**config.mk**
```make
export PLATFORM = sky130hd
export DESIGN_NAME = ad7609_frame_fifo
export DESIGN_NICKNAME = d
export VERILOG_FILES = /design/src/rtl/ad7609_frame_fifo.sv
export SDC_FILE = /design/constraint.sdc
export NUM_CORES = 1
export LEC_CHECK = 0
export CAP_MARGIN = 10
export CORE_ASPECT_RATIO = 1.25
export CORE_UTILIZATION = 30
export DETAILED_ROUTE_END_ITERATION = 7
export GPL_ROUTABILITY_DRIVEN = 0
export GPL_TIMING_DRIVEN = 1
export PLACE_DENSITY_LB_ADDON = 0.12
export SYNTH_ARGS = -nofsm -noshare
export SYNTH_HDL_FRONTEND = slang
export SYNTH_SLANG_ARGS = --single-unit
```
**constraint.sdc**
```tcl
create_clock -name Clk -period 6.1 [get_ports Clk]
set_input_delay 1.22 -clock Clk [delete_from_list [all_inputs] [get_ports Clk]]
set_output_delay 1.22 -clock Clk [all_outputs]
set_load 0.05 [all_outputs]
```
**src/rtl/ad7609_frame_fifo.sv**
```systemverilog
// rtl/ad7609_frame_fifo.sv - frame FIFO for AD7609 channel snapshots, streamed one word per handshake
// Whole eight-channel frames are stored per entry; a shift register serialises ch0..ch7.
module ad7609_frame_fifo #(
  parameter int DATA_W = 16,
  parameter int AW     = 2
) (
  input  logic              Clk,
  input  logic              Rst,
  input  logic [DATA_W-1:0] Value1,
  input  logic [DATA_W-1:0] Value2,
  input  logic [DATA_W-1:0] Value3,
  input  logic [DATA_W-1:0] Value4,
  input  logic [DATA_W-1:0] Value5,
  input  logic [DATA_W-1:0] Value6,
  input  logic [DATA_W-1:0] Value7,
  input  logic [DATA_W-1:0] Value8,
  input  logic              Frame_valid,
  output logic [DATA_W-1:0] Dout,
  output logic [2:0]        Dout_ch,
  output logic              Dout_last,
  output logic              Dout_valid,
  input  logic              Dout_ready,
  output logic [AW:0]       Frame_count,
  output logic              Overflow,
  output logic [7:0]        Drop_cnt,
  input  logic              Clr_ovf
);

  localparam int DEPTH = 1 << AW;
  localparam int FW    = 8 * DATA_W;

  typedef enum logic {IDLE, SEND} state_t;

  logic [FW-1:0] mem [DEPTH];
  logic [AW:0]   wptr, rptr;
  logic [FW-1:0] sreg;
  logic [2:0]    ch;
  logic          valid_q;
  state_t        state, state_nxt;

  logic empty, full, accept, pop, shift, wr, drop;

  assign empty  = (wptr == rptr);
  assign full   = (wptr[AW] != rptr[AW]) && (wptr[AW-1:0] == rptr[AW-1:0]);
  assign accept = valid_q && Dout_ready;

  // A pop in the same cycle frees the slot the write lands in (read happens before the edge).
  assign wr   = Frame_valid && (!full || pop);
  assign drop = Frame_valid && full && !pop;

  always_ff @(posedge Clk) begin
    if (Rst) state <= IDLE;
    else     state <= state_nxt;
  end

  always_comb begin
    state_nxt = state;
    case (state)
      IDLE: if (!empty) state_nxt = SEND;
      SEND: if (accept && (ch == 3'd7) && empty) state_nxt = IDLE;
      default: state_nxt = IDLE;
    endcase
  end

  always_comb begin
    pop   = 1'b0;
    shift = 1'b0;
    case (state)
      IDLE: pop = !empty;
      SEND: begin
        if (accept) begin
          if (ch != 3'd7) shift = 1'b1;
          else            pop   = !empty;
        end
      end
      default: ;
    endcase
  end

  always_ff @(posedge Clk) begin
    if (wr && !Rst)
      mem[wptr[AW-1:0]] <= {Value8, Value7, Value6, Value5, Value4, Value3, Value2, Value1};
  end

  always_ff @(posedge Clk) begin
    if (Rst) begin
      wptr    <= '0;
      rptr    <= '0;
      sreg    <= '0;
      ch      <= '0;
      valid_q <= 1'b0;
    end else begin
      if (wr) wptr <= wptr + (AW+1)'(1);
      if (pop) begin
        sreg    <= mem[rptr[AW-1:0]];
        rptr    <= rptr + (AW+1)'(1);
        ch      <= '0;
        valid_q <= 1'b1;
      end else if (shift) begin
        sreg <= sreg >> DATA_W;
        ch   <= ch + 3'd1;
      end else if (accept) begin
        valid_q <= 1'b0;
      end
    end
  end

  // A drop coinciding with a clear restarts the count at one.
  always_ff @(posedge Clk) begin
    if (Rst) begin
      Overflow <= 1'b0;
      Drop_cnt <= '0;
    end else if (drop) begin
      Overflow <= 1'b1;
      if (Clr_ovf)                Drop_cnt <= 8'd1;
      else if (Drop_cnt != 8'hFF) Drop_cnt <= Drop_cnt + 8'd1;
    end else if (Clr_ovf) begin
      Overflow <= 1'b0;
      Drop_cnt <= '0;
    end
  end

  assign Dout        = sreg[DATA_W-1:0];
  assign Dout_ch     = ch;
  assign Dout_last   = valid_q && (ch == 3'd7);
  assign Dout_valid  = valid_q;
  assign Frame_count = wptr - rptr;

endmodule

```
* Word-level counts from Yosys, hierarchy flattened
Memories as Yosys holds them, arrays and structs flattened. A register that Yosys moved wholly into a read port is not among the register bits.
Cells that the tools add are included.
** Word-level totals
- Memories :: 1
- Input bits :: 133
- Bits in writable memories :: 512
- Word-level logic and storage cells :: 67
- Bits in registers :: 148
** Memory list
- mem :: depth 4, width 128, read ports 1, clocked after memory_dff 1, write ports 1, RTL line 34 : logic [FW-1:0] mem [DEPTH];
** Cells by class
- $add $sub $neg :: 5
- Mux-type cells :: 24
- Reduce and logical (&&, ||, !) cells :: 21
- Bitwise operators :: 1
- Eq/ne operators :: 7
** Operator list (count)
- 128-bit two-way mux :: 2
- 8-bit two-way mux :: 4
- 1-bit two-way mux :: 14
- 3-bit by 1-bit adder with 3-bit output (second input constant) :: 3
- 1-bit logical AND :: 9
- 8-bit by 1-bit adder with 8-bit output (second input constant) :: 1
- 8-bit inequality test (second input constant) :: 1
- 2-bit nonzero test :: 4
- 1-bit zero test :: 4
- 2-bit two-way mux :: 2
- 1-bit one-hot mux with 2 select lines :: 2
- 2-bit AND reduction :: 2
- 3-bit == test :: 1
- 3-bit == test (second input constant) :: 1
- 3-bit inequality test (second input constant) :: 1
- 3-bit subtractor :: 1
- 2-bit == test :: 1
- 2-bit inequality test (second input constant) :: 1
- 2-bit OR reduction :: 1
- 1-bit logical OR :: 1
- 1-bit inequality test :: 1
- 1-bit inverter :: 1

* Depth between registers and ports, before layout
- Word-level depth :: 10
- Gate-level depth with buffers :: 9

* Least setup slack after synthesis
No wires, ideal clock.
- Path kind :: input -> register
- From :: input Dout_ready
- To :: memory mem[0][0] (netlist name) (enable)
- Path slack :: 512 ps
- Setup time :: 503 ps
- Path buffers :: 0
- Stages on the path :: 4
- Data arrival time :: 5085 ps
- Path through :: nand3_1 -> a41oi_1 -> nor2b_1 -> and2_1
** On the way
- Cells in the longest elaborated chain, start to end :: 8
** RTL lines
- start: declaration :: RTL line 22 : input logic Dout_ready,
- 1-bit logical AND :: RTL line 45 : assign accept = valid_q && Dout_ready;
- 1-bit two-way mux :: RTL line 71 : if (accept) begin
- 1-bit one-hot mux with 2 select lines :: RTL line 68 : case (state)
- 1-bit logical OR :: RTL line 48 : assign wr = Frame_valid && (!full || pop);
- 1-bit logical AND :: RTL line 48
- 1-bit logical AND :: RTL line 81 : if (wr && !Rst)
- 1-bit two-way mux :: RTL line 81
- 1-bit two-way mux (implied by the code) :: RTL line 82 : mem[wptr[AW-1:0]] <= {Value8, Value7, Value6, Value5, Value4, Value3, Value2, Value1};
- end: declaration :: RTL line 34
No other way between the ends.

* Worst setup path in the final report
- From :: register wptr[0]
- To :: output Frame_count[2]
** On the way
- Cells in the longest elaborated chain, start to end :: 1
** RTL lines
- start: declaration :: RTL line 35 : logic [AW:0] wptr, rptr;
- start signal: assignment :: RTL line 93 : if (wr) wptr <= wptr + (AW+1)'(1);
- 3-bit subtractor :: RTL line 127 : assign Frame_count = wptr - rptr;
- end: declaration :: RTL line 23 : output logic [AW:0] Frame_count,
No other way between the ends.

==> impl_metrics.yaml <==
outcome:
  status: "finished, final reports clean"
finish:
  final_common_cell: "edfxtp_1"
  layout_common_cells: "edfxtp_1 (512), clkdlybuf4s50_1 (164), dfxtp_1 (148)"
  nets: 1692
  drive_gt1_share_pct: 16.5
  area_growth_pct: 20.3
  fin_cells: 2677
timing:
  rsz0062_at_grt: "false"
  tightest_slew_ns: 1.10
  fin_skew_ns: 0.0264
  setup_tns_ns: 0
  worst_slack_ns: 1.84
  setup_viol: 0
  finalHoldViolCount: 0
  slew_headroom_pct: 26.5
  fmaxAchievable_ghz: 0.235
  hold_ws_ns: 0.463
  finalCritPeriodShare_pct: 69.8
  timing.final.crit_period_ns: 4.26
  slew_violations: 0
setup_path:
  ff2ff_path_depth: 7
  crit_required_ns: 4.88
  crit_path_max_fanout: 4
  worstPathArrival_ns: 3.04
  worstPathCellList: "inv_1 -> ha_1 -> fa_1 -> xnor2_1 -> clkdlybuf4s50_1"
  crit_buf_inv: 2
  r2r_end: "mem[2][29]$_DFFE_PP_"
  crit_end: "Frame_count[2]"
  setup.worst_path.start: "wptr[0]$_SDFFE_PP0P_"
  r2r_slack_ns: 2.60
  crit_path_end_kind: "output pin"
  worstReg2RegStart: "Dout_ch[0]$_SDFFE_PP0P_"
  criticalPathCategory: "reg2out"
  critPathSlowestCell: "clkdlybuf4s50_1"
  cp.depth: 5
  critPathTopFamily: "buffers and inverters"
  slowest_delay_ns: 0.90
  critPathLaunchType: "flip-flop"
power_and_ir_drop:
  p_seq_share_pct: 45.3
  internal_power_w: 0.00898
  p_per_area_nw_per_um2: 423
  swShare_pct: 28.9
  power_w: 0.0126
  ir_drop_mv: 0.270
  p_leak_nw: 9.26
  comb_power_share_pct: 20.3
  switchingPower_w: 0.00365
  clkPwrFrac_pct: 34.4
clock_network:
  cts_sinks: 662
  path_clk_slew_ns: 0.06
  numCtsBuffers: 71
  clockBufferDepth: 3
  cts_resized: 0
  h-tree-depth: 3
  post_cts_buffers: 0
  cts_tree: "built"
  clock_latency_ns: 0.60
  postCtsHoldBufs: 0
  cts_root_buffer: "clkbuf_16"
grt:
  grt_antenna_before_repair: 5
  grt_pass1_vias: 13700
  grtUsageTotal_pct: 15.0
  grt_max_degree: 130
  grt-ovfl-total: 0
  grt_pass1_wl_um: 92200
floorplan:
  initial_utilization_pct: 30.4
  core_um2: 81700
  floorplan.die_area_um2: 83900
  die_y_um: 324
  rows: 117
  io_pins: 166
  die_x_um: 259
yosys:
  synth-xor-area-share_pct: 0.212
  synth_compound_area_share_pct: 6.55
  synth_top_family_by_area: "multiplexers"
  synth_top_area_share_pct: 61.9
  synth.distinct_cells: 44
  syn_area_um2: 24800
  yosysWarnings: 0
  synth_nets: 1554
  synth_top_area_cell: "edfxtp_1"
  synth_area_leaders: "edfxtp_1 (62%), dfxtp_1 (12%), mux4_2 (12%)"
  ys_seq_area_share_pct: 74.0
  postSynthCellCount: 1410
  ys_ff_latch: 662
  synth_flop_cell: "edfxtp_1"
  synth_edf_count: 512
  synth-simple-area-share_pct: 4.25
  syn_avg_cell_area_um2: 17.6
  async_flop_share_pct: 0
  synth.area.mux_share_pct: 11.7
  synth_fa_ha_area_share_pct: 0.584
detailed_routing:
  met1_length_um: 26100
  routed-wl-met3_um: 2910
  drcViolationCount: 0
  top_layer_used: "met5"
  viasPerCell: 4.91
  drtAntennaViolNets: 0
  dr_wl_met2_um: 32600
  wl_per_cell_um: 23.5
  drt_wl_total_um: 62900
  vias: 13100
  drt_iter0_markers: 779
  dr.pass1.iters: 5
placed_design:
  placed_cells: 2546
  dp_hpwl_um: 36500
  io_buffer_count: 165
  place_ws_ns: 1.50
worst_hold_path:
  hold_class: "reg2reg"
  min_from: "sreg[48]$_SDFFE_PP0P_"
run:
  drv_cap: 0
## worst reg2reg max path, stage by stage (launching register included)
cell	delay (ns)
dfxtp_1	0.37
ha_1	0.17
ha_1	0.18
nand3_1	0.36
a41oi_1	0.62
nor2b_1	0.32
and2_4	0.61
buf_12	0.43
## worst min-delay path by stage
stage                            endpoint  depth (start not counted)
floorplan           sreg[73]$_SDFFE_PP0P_                          2
global placement    sreg[72]$_SDFFE_PP0P_                          2
detailed placement  sreg[89]$_SDFFE_PP0P_                          2
CTS                 sreg[89]$_SDFFE_PP0P_                          2
global route        sreg[89]$_SDFFE_PP0P_                          2
finish              sreg[48]$_SDFFE_PP0P_                          2
## per-stage QoR
| stage | instance area [um^2] | utilization (%) |
|---|---|---|
| CTS | 29900 | 36.6 |
| floorplan | 24800 | - |
| finish | 29900 | 36.6 |
| detailed placement | 27500 | 33.7 |
| global placement | 27500 | 33.7 |
| global route | 29900 | 36.6 |
## synthesized netlist by cell type (5+ instances only)
cell type and instances:
edfxtp_1 512, dfxtp_1 150, a21oi_1 129, mux4_2 128, nand3_1 121, a22oi_1 100
clkbuf_1 51, nand2_1 45, buf_4 31, buf_2 30, nor2_1 19, a311oi_1 12
ha_1 10, and2_1 8, inv_1 8, xnor2_1 5
## power groups by stage
stage	Combinational (W)	Sequential [W]	Clock [W]
2_1_floorplan	0.00199	0.00559	0
3_3_place_gp	0.00264	0.00583	0
3_5_place_dp	0.00265	0.00584	0
4_1_cts	0.00266	0.00574	0.00448
5_1_grt	0.00281	0.00578	0.00465
6_report	0.00256	0.00572	0.00434
## cell families after synthesis
group | after synthesis
and+or+nand+nor | 215
AOI/OAI and AO/OA | 257
muxes | 131
xor gates and xnor gates | 6
adders and majority gates | 11
DFF | 662
buffers and inverters | 128
## routing by layer
metal,GRT usage [%],vias to the layer above
met2,25.9,285
met4,4.21,6
met5,0,-
li1,-,5925
met1,19.0,6832
met3,3.18,97
## cell type report
type                    instances  area [um^2]
diodes                          1         2.50
clock buffers                  99         2040
clock inverters                31          314
fillers                      7713        51800
inverters                       8         30.0
multi-input cells             620         5820
flip-flops and latches        662        18400
well taps                    1071         1340
repair buffers                185         1950
## flip-flops by register name, summed over array words and instances, names as in the netlist, named ones only
name and cells:
Dout_ch 3, rptr 3, state 1, sreg 128, Dout_valid 1, Overflow 1
Drop_cnt 8, mem 512, wptr 3
Note: power is estimated with default switching activity, not from simulation.
